$ cat src/rtl/sd_cmd_responder.sv
// SD CMD-line device-side responder: receives 48-bit host commands, checks CRC7,
// and transmits a 48-bit response after the NCR gap when the user supplies one.
module sd_cmd_responder #(
  parameter int unsigned NCR_CYCLES   = 2,
  parameter int unsigned RESP_TIMEOUT = 64
) (
  input  logic        clk,
  input  logic        reset,
  input  logic        sdio_clk,
  input  logic        sdio_cmd_in,
  output logic        sdio_cmd_out,
  output logic        sdio_cmd_oe,
  output logic        cmd_valid,
  output logic [5:0]  cmd_index,
  output logic [31:0] cmd_arg,
  output logic        cmd_crc_err,
  output logic        resp_ready,
  input  logic        resp_valid,
  input  logic        resp_drop,
  input  logic        resp_no_crc,
  input  logic [5:0]  resp_index,
  input  logic [31:0] resp_arg,
  output logic        resp_timeout,
  output logic        busy
);

  localparam int unsigned TOW = $clog2(RESP_TIMEOUT + 1);
  localparam int unsigned CW  = (TOW > 7) ? TOW : 7;
  localparam logic [CW-1:0] C_MAX   = '1;
  localparam logic [CW-1:0] TO_LAST = CW'(RESP_TIMEOUT - 1);
  localparam logic [CW-1:0] NCR_TH  = CW'(NCR_CYCLES);

  typedef enum logic [2:0] {S_IDLE, S_RX, S_WAIT_RESP, S_NCR, S_TX, S_DONE} state_t;
  state_t r_state, w_next;

  logic [1:0]    r_clk_sync, r_cmd_sync;
  logic          r_clk_prev;
  logic [46:0]   r_rx;
  logic [5:0]    r_bcnt;
  logic [CW-1:0] r_ecnt;
  logic [47:0]   r_tx;
  logic          r_oe, r_out;
  logic          w_rise, w_fall, w_cmd;
  logic [47:0]   w_frame;
  logic          w_rx_last, w_rx_err, w_xfer, w_tmo;
  logic [6:0]    w_rsp_crc;

  function automatic logic [6:0] f_crc7(input logic [39:0] d);
    logic [6:0]  c;
    logic [39:0] s;
    logic        fb;
    c = '0;
    s = d;
    for (int unsigned i = 0; i < 40; i++) begin
      fb = s[39] ^ c[6];
      c  = {c[5:0], 1'b0} ^ {3'b000, fb, 2'b00, fb};
      s  = {s[38:0], 1'b0};
    end
    return c;
  endfunction

  assign w_rise    = r_clk_sync[1] & ~r_clk_prev;
  assign w_fall    = ~r_clk_sync[1] & r_clk_prev;
  assign w_cmd     = r_cmd_sync[1];
  assign w_frame   = {r_rx, w_cmd};
  assign w_rx_last = (r_state == S_RX) && w_rise && (r_bcnt == '0);
  assign w_rx_err  = (f_crc7(w_frame[47:8]) != w_frame[7:1]) | ~w_frame[46] | ~w_frame[0];
  assign w_xfer    = (r_state == S_WAIT_RESP) && resp_valid;
  assign w_tmo     = (r_state == S_WAIT_RESP) && !resp_valid && w_rise && (r_ecnt == TO_LAST);
  assign w_rsp_crc = resp_no_crc ? 7'h7F : f_crc7({2'b00, resp_index, resp_arg});

  always_ff @(posedge clk or negedge reset) begin
    if (!reset) r_state <= S_IDLE;
    else        r_state <= w_next;
  end

  always_comb begin
    w_next = r_state;
    unique case (r_state)
      S_IDLE:      if (w_rise && !w_cmd) w_next = S_RX;
      S_RX:        if (w_rx_last) w_next = w_rx_err ? S_IDLE : S_WAIT_RESP;
      S_WAIT_RESP: begin
        if (w_xfer)     w_next = resp_drop ? S_IDLE : S_NCR;
        else if (w_tmo) w_next = S_IDLE;
      end
      S_NCR:       if (r_ecnt >= NCR_TH) w_next = S_TX;
      S_TX:        if (w_fall && (r_bcnt == '0)) w_next = S_DONE;
      S_DONE:      if (w_fall) w_next = S_IDLE;
      default:     w_next = S_IDLE;
    endcase
  end

  always_comb begin
    resp_ready   = (r_state == S_WAIT_RESP);
    busy         = (r_state != S_IDLE);
    sdio_cmd_oe  = r_oe;
    sdio_cmd_out = r_out;
  end

  always_ff @(posedge clk or negedge reset) begin
    if (!reset) begin
      r_clk_sync   <= '0;
      r_cmd_sync   <= '1;
      r_clk_prev   <= 1'b0;
      r_rx         <= '0;
      r_bcnt       <= '0;
      r_ecnt       <= '0;
      r_tx         <= '0;
      r_oe         <= 1'b0;
      r_out        <= 1'b1;
      cmd_valid    <= 1'b0;
      cmd_index    <= '0;
      cmd_arg      <= '0;
      cmd_crc_err  <= 1'b0;
      resp_timeout <= 1'b0;
    end else begin
      r_clk_sync   <= {r_clk_sync[0], sdio_clk};
      r_cmd_sync   <= {r_cmd_sync[0], sdio_cmd_in};
      r_clk_prev   <= r_clk_sync[1];
      cmd_valid    <= w_rx_last;
      resp_timeout <= w_tmo;
      if (w_rise && (r_state == S_IDLE || r_state == S_RX))
        r_rx <= {r_rx[45:0], w_cmd};
      if (r_state == S_IDLE)
        r_bcnt <= 6'd46;
      else if (r_state == S_RX && w_rise && r_bcnt != '0)
        r_bcnt <= r_bcnt - 6'd1;
      // One edge counter serves both NCR gap and response timeout, both counted from the end bit.
      if (w_rx_last) begin
        cmd_index   <= w_frame[45:40];
        cmd_arg     <= w_frame[39:8];
        cmd_crc_err <= w_rx_err;
        r_ecnt      <= '0;
      end else if (w_rise && (r_state == S_WAIT_RESP || r_state == S_NCR) && r_ecnt != C_MAX) begin
        r_ecnt <= r_ecnt + 1'b1;
      end
      if (w_xfer && !resp_drop) begin
        r_tx   <= {2'b00, resp_index, resp_arg, w_rsp_crc, 1'b1};
        r_bcnt <= 6'd47;
      end
      if (r_state == S_TX && w_fall) begin
        r_oe  <= 1'b1;
        r_out <= r_tx[47];
        r_tx  <= {r_tx[46:0], 1'b0};
        if (r_bcnt != '0) r_bcnt <= r_bcnt - 6'd1;
      end
      if (r_state == S_DONE && w_fall) begin
        r_oe  <= 1'b0;
        r_out <= 1'b1;
      end
    end
  end

endmodule
$ cat config.mk
export PLATFORM = sky130hd
export DESIGN_NAME = sd_cmd_responder
export DESIGN_NICKNAME = d
export VERILOG_FILES = /design/src/rtl/sd_cmd_responder.sv
export SDC_FILE = /design/constraint.sdc
export NUM_CORES = 1
export LEC_CHECK = 0
export CAP_MARGIN = 20
export CORE_ASPECT_RATIO = 0.75
export CORE_MARGIN = 8
export CORE_UTILIZATION = 24
export DETAILED_ROUTE_END_ITERATION = 12
export PLACE_DENSITY = 0.37
export SYNTH_ARGS = -nofsm -noshare
export SYNTH_HDL_FRONTEND = slang
export SYNTH_SLANG_ARGS = --single-unit
$ cat constraint.sdc
create_clock -name clk -period 4.09 [get_ports clk]
set_input_delay 0.818 -clock clk [delete_from_list [all_inputs] [get_ports clk]]
set_output_delay 0.818 -clock clk [all_outputs]
set_load 0.01 [all_outputs]
==> results of run 1 <==
==> power by group <==
part / switching, mW / leakage, nW / internal [mW]
Sequential: 0.120 / 2.03 / 1.65
Clock: 0.706 / 0.278 / 0.868
Combinational: 0.563 / 2.18 / 0.686
==> sequential cells by signal, indices dropped and copies added, names as in the netlist <==
name and count:
cmd_arg 32, cmd_crc_err 1, cmd_index 6, cmd_valid 1
r_bcnt 6, r_clk_prev 1, r_clk_sync 2, r_cmd_sync 2
r_ecnt 7, r_rx 47, r_state 3, r_tx 48
resp_timeout 1, sdio_cmd_oe 1, sdio_cmd_out 1
==> cell usage in the layout (no fill, tap or decap), types with 5 or more instances in the layout <==
cell             Yosys  final
dfrtp_1            156    156
clkdlybuf4s50_1      0     88
mux2_2              85     85
nor2_1              85     84
xnor2_1             78     78
nand2_1             63     62
xor2_1              26     26
o22ai_1             24     24
xnor3_1             21     21
a31oi_1             20     20
clkbuf_16            0     17
o21ai_0             16     16
nor3_1               9      9
buf_4                1      9
inv_1                6      6
clkinv_4             0      6
or3_1                5      5
a21oi_1              5      5
==> cells by family (layout without fill, tap and decap cells) <==
| logic type | after synthesis | in the layout |
|---|---|---|
| xor gates and xnor gates | 136 | 136 |
| AOI/OAI and AO/OA | 79 | 79 |
| DFF | 159 | 159 |
| buffers and inverters | 35 | 137 |
| and+or+nand+nor | 180 | 180 |
| muxes | 87 | 87 |
| adders and majority gates | 3 | 3 |
==> layout make-up <==
type                    count  area [um^2]  area share, %
inverters                   6         22.5          0.224
well taps                 450          563           5.60
repair buffers             99          980           9.74
multi-input cells         485         3930           39.1
clock buffers              19          443           4.41
clock inverters            13          134           1.33
flip-flops and latches    159         3980           39.6
==> Yosys cell counts (3+ instances only) <==
cell type    n
nor2_1      85
a31oi_1     20
nand3_1      3
a21oi_1      5
xnor2_1     78
o21ai_0     16
ha_1         3
nand2_1     63
inv_1        6
dfstp_2      3
nor3_1       9
xnor3_2      3
nor2b_1      3
mux2_2      85
clkbuf_1    25
buf_1        3
nand2b_1     3
o22ai_1     24
xor2_1      26
xnor3_1     21
xor3_1       3
dfrtp_1    156
or3_1        5
==> path summary, 6_finish.rpt <==
kind                                    startpoint                 endpoint  slack (ps)  depth (start not counted)
max                           r_rx[42]$_DFFE_PN0P_   r_state[1]$_DFFE_PN0P_         520                          8
max in group asynchronous                    reset     r_tx[11]$_DFFE_PN0P_        2660                          2
max reg2reg                   r_rx[42]$_DFFE_PN0P_   r_state[1]$_DFFE_PN0P_         520                          8
min in group asynchronous                    reset  cmd_arg[11]$_DFFE_PN0P_         490                          1
min                        r_clk_sync[0]$_DFF_PN0_  r_clk_sync[1]$_DFF_PN0_         350                          0
min reg2reg                r_clk_sync[0]$_DFF_PN0_  r_clk_sync[1]$_DFF_PN0_         350                          0
==> critical path: cells and delay by family (launching register included) <==
| kind | cells | cell delay (ps) |
|---|---|---|
| xor gates and xnor gates | 5 | 2070 |
| AOI/OAI and AO/OA | 2 | 630 |
| DFF | 1 | 450 |
| and+or+nand+nor | 1 | 350 |
==> through the flow <==
stage	worst slack (ps)	utilization, %	cell area [um^2]	hold slack, ps
final	516	30.3	10100	355
after global routing	282	30.3	10100	380
after CTS	473	30.2	10000	361
after detailed placement	160	28.5	9470	336
after global placement	220	28.5	9470	342
after floorplan	977	-	8040	331
==> routing by layer <==
metal	global-route usage [%]	vias to the layer above	wire [um]
met2	14.3	61	8360
met4	3.12	0	195
met5	0	-	0
li1	-	2513	-
met3	2.54	12	694
met1	16.1	2583	10900
==> flow_summary_export.csv, run 1 <==
group,metric,value,unit
place,port_buffers,89,
drt,wirelength,20.2,mm
timing,finClkSkew,9.09,ps
worst_setup_path,end_kind,"flip-flop",
die,start_util,24.2,%
drt,dr.pass1.iters,4,
hold_path,hp-class,"reg2reg",
worst_setup_path,max_stage_delay,540,ps
power_and_ir_drop,p_per_area,457,nW/um^2
drt,antenna_left,0,
timing,fin_tns_setup,0,ps
global_route,grt_pass1_vias,5476,
die,die-area,39700,um^2
worst_setup_path,arrival,3940,ps
global_route,grt_overflow,0,
worst_setup_path,cp_slowest_cell,"xnor3_1",
global_route,antenna_found_initial,0,
cts,cts_made_buffers,17,
logic_synthesis,synthAdderAreaFrac,0.467,%
logic_synthesis,synthSimpleGateAreaFrac,9.36,%
timing,final_max_slew_viol_count,0,
cts,clockBufferDepth,2,
power_and_ir_drop,ir_drop,0.234,mV
logic_synthesis,ys_ff_latch,159,
die,ios,90,
logic_synthesis,synth_top_area_share,48.6,%
worst_setup_path,critPathLaunchType,"flip-flop",
cts,cts-resized-gates,0,
cts,clk-insertion-delay-late,430,ps
drt,drt-initial-drc-count,240,
drt,vias,5169,
status,outcome,"completed",
drt,drc_errors,0,
logic_synthesis,synth_top_cell_by_area,"dfrtp_1",
logic_synthesis,syn_avg_cell_area,11.8,um^2
final_layout,fillers,3465,
worst_setup_path,crit_fanout,5,
logic_synthesis,syn_nets,727,
place,dp.cells,1198,
die,die_y,174,um
timing,slew_headroom,38.5,%
logic_synthesis,synth_top_family_by_area,"XOR/XNOR gates",
cts,post_cts_buffers,0,
logic_synthesis,synth.distinct_cells,47,
cts,cts_hold_buf,0,
timing,finalCritPeriodShare,87.4,%
cts,cts_htree_levels,4,
worst_setup_path,crit_chain,"xnor2_1 > xnor3_1 > xnor2_1 > xnor3_1 > xnor2_1 > or3_4 > a2111oi_4 > a41o_1",
final_layout,syn_to_final_growth,25.1,%
logic_synthesis,postSynth.asyncResetShare,100,%
global_route,grt_pass1_wl,32.8,mm
final_layout,num_antenna_cells,0,
cts,path_clk_slew,70,ps
drt,via_per_inst,4.20,
logic_synthesis,synth-compound-area-share,6.38,%
timing,hold_viol,0,
die,die_w,227,um
timing,setup_viol,0,
power_and_ir_drop,finalPower,4.60,mW
logic_synthesis,synth_edf_count,0,
global_route,grt.total_usage,10.6,%
logic_synthesis,synth_area,8040,um^2
logic_synthesis,synthCells,679,
final_layout,stdcell_count,1231,
timing,timing.fmax,0.280,GHz
logic_synthesis,yosys_warnings,0,
final_layout,final_net_count,816,
timing,worstMarginPinSlew,920,ps
timing,rsz0062_at_grt,"no",
worst_setup_path,critPathRequiredTime,4460,ps
worst_setup_path,worstSetupPathType,"reg2reg",
worst_setup_path,cpMostUsedCell,"xnor2_1",
logic_synthesis,ys_seq_area_share,49.6,%
logic_synthesis,synth_xor_area_share,20.4,%
final_layout,final_layout_size_suffix_gt1_share,18.4,%
die,coreArea,33200,um^2
logic_synthesis,ys.flop_type,"dfrtp_1",
drt,wl_per_cell,16.4,um
logic_synthesis,synthTopCellsByArea,"dfrtp_1, mux2_2, xnor2_1",
die,rows,58,
cts,cts_tree,"done",
place,gp_congestion,0.790,
power_and_ir_drop,p_leak,4.49,nW
job,maxCapViolCount,0,
timing,min_period,3570,ps
logic_synthesis,synthMuxAreaShare,12.2,%
cts,clockRootBuffer,"clkbuf_16",
place,dpl.hpwl,14.7,mm
global_route,grt_max_degree,97,
cts,clock_sinks,159,
Power figures use the tool's default switching activity.
==> run 2, diff against run 1 <==
--- a/config.mk
+++ b/config.mk
@@ -10,7 +10,10 @@
 export CORE_MARGIN = 8
 export CORE_UTILIZATION = 24
 export DETAILED_ROUTE_END_ITERATION = 12
+export HOLD_SLACK_MARGIN = 0.08
 export PLACE_DENSITY = 0.37
+export SETUP_SLACK_MARGIN = 0.2
+export SKIP_LAST_GASP = 1
 export SYNTH_ARGS = -nofsm -noshare
 export SYNTH_HDL_FRONTEND = slang
 export SYNTH_SLANG_ARGS = --single-unit
==> results of run 2 <==
Final layout, timing and power as in run 1 (identical DEF).
